===== src/rtl/tff_toggle_arbiter.sv =====
// Round-robin arbiter that grants one requester at a time a single toggle of the shared T flip-flop q.
// Define TOGGLE_CNT_EN to add the toggle_cnt port, which counts applied toggles.
module tff_toggle_arbiter #(
  parameter int NREQ    = 4,
  parameter int HOLDOFF = 2,
  parameter int CNT_W   = 8
) (
  input  logic            clk,
  input  logic            reset,
  input  logic [NREQ-1:0] req,
  output logic [NREQ-1:0] gnt,
  output logic            tin,
  output logic            q,
  output logic            busy
`ifdef TOGGLE_CNT_EN
  ,
  output logic [CNT_W-1:0] toggle_cnt
`endif
);

  localparam int IDX_W = $clog2(NREQ);

  typedef enum logic [1:0] {IDLE, GRANT, HOLD} state_t;

  state_t          state;
  state_t          state_nxt;
  logic [IDX_W-1:0] ptr;
  logic [IDX_W-1:0] win_idx;
  logic [IDX_W-1:0] arb_idx;
  logic            arb_found;
  logic [NREQ-1:0] arb_onehot;
  logic [3:0]      hold_cnt;
  int              scan;

  // Scan upward from ptr with wrap-around; the first pending request wins.
  always_comb begin
    arb_found = 1'b0;
    arb_idx   = '0;
    scan      = 0;
    for (int i = 0; i < NREQ; i++) begin
      scan = (int'(ptr) + i) % NREQ;
      if (!arb_found && req[IDX_W'(scan)]) begin
        arb_found = 1'b1;
        arb_idx   = IDX_W'(scan);
      end
    end
    arb_onehot = NREQ'(1) << arb_idx;
  end

  always_ff @(posedge clk or negedge reset) begin
    if (!reset) begin
      state    <= IDLE;
      gnt      <= '0;
      tin      <= 1'b0;
      q        <= 1'b0;
      ptr      <= '0;
      win_idx  <= '0;
      hold_cnt <= '0;
    end else begin
      state <= state_nxt;
      gnt   <= '0;
      tin   <= 1'b0;
      case (state)
        IDLE: begin
          if (state_nxt == GRANT) begin
            gnt     <= arb_onehot;
            tin     <= 1'b1;
            win_idx <= arb_idx;
          end
        end
        GRANT: begin
          q        <= ~q;
          ptr      <= (win_idx == IDX_W'(NREQ - 1)) ? '0 : win_idx + 1'b1;
          hold_cnt <= 4'(HOLDOFF);
        end
        HOLD: begin
          hold_cnt <= (hold_cnt == 4'd0) ? 4'd0 : hold_cnt - 4'd1;
        end
        default: ;
      endcase
    end
  end

  // HOLD leaves on its last counted cycle so it lasts exactly HOLDOFF cycles.
  always_comb begin
    state_nxt = state;
    unique case (state)
      IDLE:    if (arb_found) state_nxt = GRANT;
      GRANT:   state_nxt = (HOLDOFF > 0) ? HOLD : IDLE;
      HOLD:    if (hold_cnt <= 4'd1) state_nxt = IDLE;
      default: state_nxt = IDLE;
    endcase
  end

  always_comb begin
    busy = (state != IDLE);
  end

`ifdef TOGGLE_CNT_EN
  always_ff @(posedge clk or negedge reset) begin
    if (!reset) begin
      toggle_cnt <= '0;
    end else if (state == GRANT) begin
      toggle_cnt <= toggle_cnt + 1'b1;
    end
  end
`endif

endmodule


===== config.mk =====
export PLATFORM = sky130hd
export DESIGN_NAME = tff_toggle_arbiter
export DESIGN_NICKNAME = d
export VERILOG_FILES = /design/src/rtl/tff_toggle_arbiter.sv
export SDC_FILE = /design/constraint.sdc
export NUM_CORES = 1
export LEC_CHECK = 0
export ABC_CLOCK_PERIOD_IN_PS = 3800
export CORE_MARGIN = 1.5
export CORE_UTILIZATION = 54
export CTS_CLUSTER_SIZE = 24
export DETAILED_ROUTE_END_ITERATION = 6
export PLACE_DENSITY = 0.86
export SLEW_MARGIN = 10
export SYNTH_ARGS = -nofsm -noshare
export SYNTH_HDL_FRONTEND = slang
export SYNTH_SLANG_ARGS = --single-unit

===== constraint.sdc =====
create_clock -name clk -period 3.8 [get_ports clk]
set_input_delay 1.14 -clock clk [delete_from_list [all_inputs] [get_ports clk]]
set_output_delay 1.14 -clock clk [all_outputs]
set_load 0.05 [all_outputs]

After elaboration in Yosys (flattened, before gate mapping)
Index checks and enable logic that the tools add are counted.
W data, S select, Z words.
{"block": "word_totals", "ff_bits": 16, "inputBits": 6, "output_inout_bits": 7, "word_cells": 64}
{"block": "classes", "add_sub_neg": 5, "magnitude_cmp": 5, "n_eq_ne": 4, "shifts": 1, "mux": 30, "bitwise_logic": 1, "n_reduce_logical": 11}
{"op": "$lt A2 B4 Y1 const B", "count": 4}
{"op": "$mux W1", "count": 14}
{"op": "$mux W2", "count": 7}
{"op": "$mux W4", "count": 3}
{"op": "$bmux W1 S2", "count": 4}
{"op": "$pmux W4 S2", "count": 1}
{"op": "$pmux W2 S3", "count": 1}
{"op": "$add A2 B1 Y2 const B", "count": 2}
{"op": "$add A2 B2 Y2 const B", "count": 2}
{"op": "$eq A2 B1 Y1 const B", "count": 2}
{"op": "$eq A2 B2 Y1 const B", "count": 2}
{"op": "$le A4 B1 Y1 const B", "count": 1}
{"op": "$logic_not A4 Y1", "count": 1}
{"op": "$reduce_bool A2 Y1", "count": 2}
{"op": "$shl A1 B2 Y4 const A", "count": 1}
{"op": "$sub A4 B1 Y4 const B", "count": 1}
{"op": "$logic_and A1 B1 Y1", "count": 3}
{"op": "$logic_not A1 Y1", "count": 3}
{"op": "$logic_not A2 Y1", "count": 1}
{"op": "$reduce_and A2 Y1", "count": 1}
{"op": "$not A1 Y1", "count": 1}

Longest topological paths before layout
{"block": "depth", "depth_word": 18, "mapped_depth": 7, "depth_no_buf": 6}

Worst setup path after synthesis
OpenSTA, ideal clock, no wires.
{"block": "synth_timing", "path_kind": "input -> register", "from": "input req[0]", "to": "register win_idx[0]", "arrival_time_ps": 2265, "required_time_ps": 3675, "path_slack_ps": 1409, "stages": 5, "path_buffers": 1, "cell_sequence": "or4_1 nor2_1 or4_1 buf_6 mux2_4"}
{"block": "synth_between", "elab_chain_cells": 17}
{"element": "start, declared", "line_no": "10", "rtl": "input logic [NREQ-1:0] req,"}
{"element": "$bmux W1 S2", "line_no": "42", "rtl": "if (!arb_found && req[IDX_W'(scan)]) begin"}
{"element": "$mux W1 (not written as such) (2 in series)", "line_no": "42"}
{"element": "$mux W1", "line_no": "42"}
{"element": "$logic_not A1 Y1", "line_no": "42"}
{"element": "$logic_and A1 B1 Y1", "line_no": "42"}
{"element": "$mux W1", "line_no": "42"}
{"element": "$logic_not A1 Y1", "line_no": "42"}
{"element": "$logic_and A1 B1 Y1", "line_no": "42"}
{"element": "$mux W1", "line_no": "42"}
{"element": "$logic_not A1 Y1", "line_no": "42"}
{"element": "$logic_and A1 B1 Y1", "line_no": "42"}
{"element": "$mux W1", "line_no": "42"}
{"element": "$mux W2", "line_no": "88", "rtl": "IDLE: if (arb_found) state_nxt = GRANT;"}
{"element": "$pmux W2 S3", "line_no": "87", "rtl": "unique case (state)"}
{"element": "$eq A2 B1 Y1", "line_no": "65", "rtl": "if (state_nxt == GRANT) begin"}
{"element": "$reduce_and A2 Y1 (no source line)"}
{"element": "end signal, assigned", "line_no": "68", "rtl": "win_idx <= arb_idx;"}
{"element": "end, declared", "line_no": "28", "rtl": "logic [IDX_W-1:0] win_idx;"}
Several ways; a longest one is shown, not always the timed one. The select of a mux whose other input is x is not followed.
A chain may end at the register's enable or synchronous reset.

Worst setup path after layout
{"block": "layout_timing", "from": "register state[0]", "to": "output busy"}
{"block": "layout_between", "elab_chain_cells": 1}
{"element": "start, declared", "line_no": "25", "rtl": "state_t state;"}
{"element": "start signal, assigned", "line_no": "60", "rtl": "state <= state_nxt;"}
{"element": "$reduce_bool A2 Y1", "line_no": "96", "rtl": "busy = (state != IDLE);"}
{"element": "end, declared", "line_no": "14", "rtl": "output logic busy"}
Every way passes these cells.

==> impl_metrics.ini <==
[clocking]
cts_tree = yes
clock-sinks = 16
clockBufferDepth = 2
clk_pin_slew_ps = 100
cts_resized = 0
cts-buffers-inserted = 3
clock-root-buffer = clkbuf_4
post_cts_buffers = 0
clkLatencyLatePin_ps = 290
hold_buffers = 0
htreeDepth = 1

[worst_setup_path]
critical_path_arrival_ps = 1940
critPathRequiredTime_ps = 2660
worst-setup-path-type = flop to output port
critPathMaxFanout = 6
crit_path_end_kind = output port
critPathLaunchType = flop

[timing]
final.period_utilization_pct = 81.2
rsz0062_at_grt = false
setup_slack_ps = 716
setup_viol = 0
slew_viol_final = 0
worstMarginPinSlew_ps = 689
hold_ws_ps = 476
hold_violations = 0
finClkSkew_ps = 7.48
max-slew-margin-rel_pct = 53.9
post-route-min-period_ps = 3080
fin_setup_tns_ps = 0
fmax_mhz = 324

[finish]
final_cells = 104
final_common_cell = dfrtp_1
layout_common_cells = dfrtp_1 (16), clkdlybuf4s50_1 (12), inv_1 (7)
antenna_cells = 0
fin_nets = 101
drive_gt1_share_pct = 14.6
area_delta_synth_final_pct = 20.2
nFillCells = 100

[floorplanning]
fp.dieArea_mm2 = 0.00175
coreArea_mm2 = 0.00135
start_util_pct = 60.2
io_pins = 13
die_y_um = 41.8
die_w_um = 41.8
placementRows = 13

[drt]
drtIter0Drc = 19
remaining_drc_errors = 0
vias = 568
wl_per_cell_um = 13.8
drt-total-wl_um = 1430
drt_first_pass_iters = 4
viasPerCell = 5.46
antenna_left = 0

[synth]
netlist_area_um2 = 813
ys_warn_count = 0
synth.distinct_cells = 29
ys_seq_elements = 16
synth_nets = 85
syn_avg_cell_area_um2 = 11.0
ys_seq_area_share_pct = 49.2
synthCells = 74

[power]
p_leak_nw = 0.456
internal-power_w = 0.000484
comb_power_share_pct = 51.9
ir_drop_mv = 0.507
p_per_area_mw_per_mm2 = 863
switchingPower_w = 0.000359
p_total_w = 0.000843
seqPwrFrac_pct = 34.6
p_sw_share_pct = 42.6
clkPwrFrac_pct = 13.5

[placement]
place_congestion = 0.818
numPortBuffers = 12
place_ws_ps = 807
placed_cells = 100
dp_hpwl_um = 1080

[global_routing]
grt.total_usage_pct = 18.5
grt_pass1_wl_um = 2460
antenna_found_initial = 0
grt_start_max_net_pins = 17
grt_pass1_vias = 569
grt_overflow = 0

[run]
max_cap_violations = 0

[run_status]
status = completed

[worst_hold_path]
min_path_type = flop to flop
cells by family after synthesis:
kind of cell             after synthesis  synth area share, %
AND/OR/NAND/NOR                       23                 17.5
AO/OA/AOI/OAI                         16                 12.2
flip-flops                            16                 49.2
buffers and inverters                  8                 4.62
multiplexers                           5                 7.69
adder cells (fa/ha/maj)                5                 7.69
XOR/XNOR                               1                 1.08
path summary, 6_finish.rpt:
kind                                from    endpoint  slack (ps)  depth (start not counted)
worst max-delay path            state[0]        busy         720                          4
worst min register to register         q           q         480                          1
min in group asynchronous          reset  win_idx[1]        1260                          1
worst max register to register  state[0]  win_idx[1]        1710                          6
worst min-delay path                   q           q         480                          1
max in group asynchronous          reset    state[1]        2100                          1
flip-flops by register name (all words and copies together) (netlist names):
signal	count
q	1
hold_cnt	4
win_idx	2
state	2
ptr	2
tin	1
gnt	4
final cells by class:
class                           count  area, um^2  share of cell area (%)
Tap cell                           15        18.8                    1.92
Sequential cell                    16         400                    41.0
Inverter                            7        26.3                    2.69
Multi-Input combinational cell     50         375                    38.4
Clock buffer                        4        36.3                    3.71
Timing Repair Buffer               12         120                    12.3
power groups by stage:
stage	Clock, W	Sequential (W)	Combinational [W]
global route	0.000125	0.000299	0.000481
global placement	0	0.000289	0.000426
detailed placement	0	0.000296	0.000437
floorplan	0	0.000353	0.000274
CTS	0.000117	0.000291	0.000441
finish	0.000114	0.000292	0.000437
Yosys cell counts:
cell type  count  area [um^2]
nor2_1         5         18.8
ha_1           5         62.6
a22o_1         1         8.76
mux2_4         2         30.0
or4_1          2         15.0
buf_6          1         11.3
nand2b_1       3         18.8
nor4b_2        1         15.0
o22ai_1        2         12.5
nand4b_1       1         8.76
a21o_1         1         7.51
xor2_1         1         8.76
mux2_2         2         22.5
dfrtp_1       16          400
o21ba_2        1         10.0
mux2i_1        1         10.0
nor3_2         1         10.0
or2_2          1         6.26
a21oi_1        4         20.0
nor3_1         1         5.00
nand2_1        4         15.0
inv_1          7         26.3
nor4_1         1         6.26
a211oi_1       1         7.51
o21ai_0        5         25.0
nor3b_1        1         7.51
and2b_2        1         8.76
a21boi_0       1         7.51
nand3b_1       1         7.51
per-stage QoR:
step	utilization [%]	instance area, um^2
after detailed placement	69.7	941
after global placement	69.7	941
final	72.4	977
after CTS	72.4	977
after global routing	72.4	977
after floorplan	-	813
worst max-delay path, cell delays in order, from the launching register on:
cell             delay [ps]
dfrtp_1                 440
inv_1                   100
ha_1                    230
inv_1                    80
clkdlybuf4s50_1         800
layer usage:
layer / routed length, um / GRT usage (%) / share of wire [%] / up-vias
met1: 695 / 25.0 / 49 / 261
met3: 72 / 3.04 / 5.0 / 2
met2: 649 / 28.7 / 45 / 18
met4: 12 / 9.03 / 0.84 / 0
li1: - / - / - / 287
met5: 0 / 0 / 0 / -
Note: power is estimated with default switching activity, not from simulation.
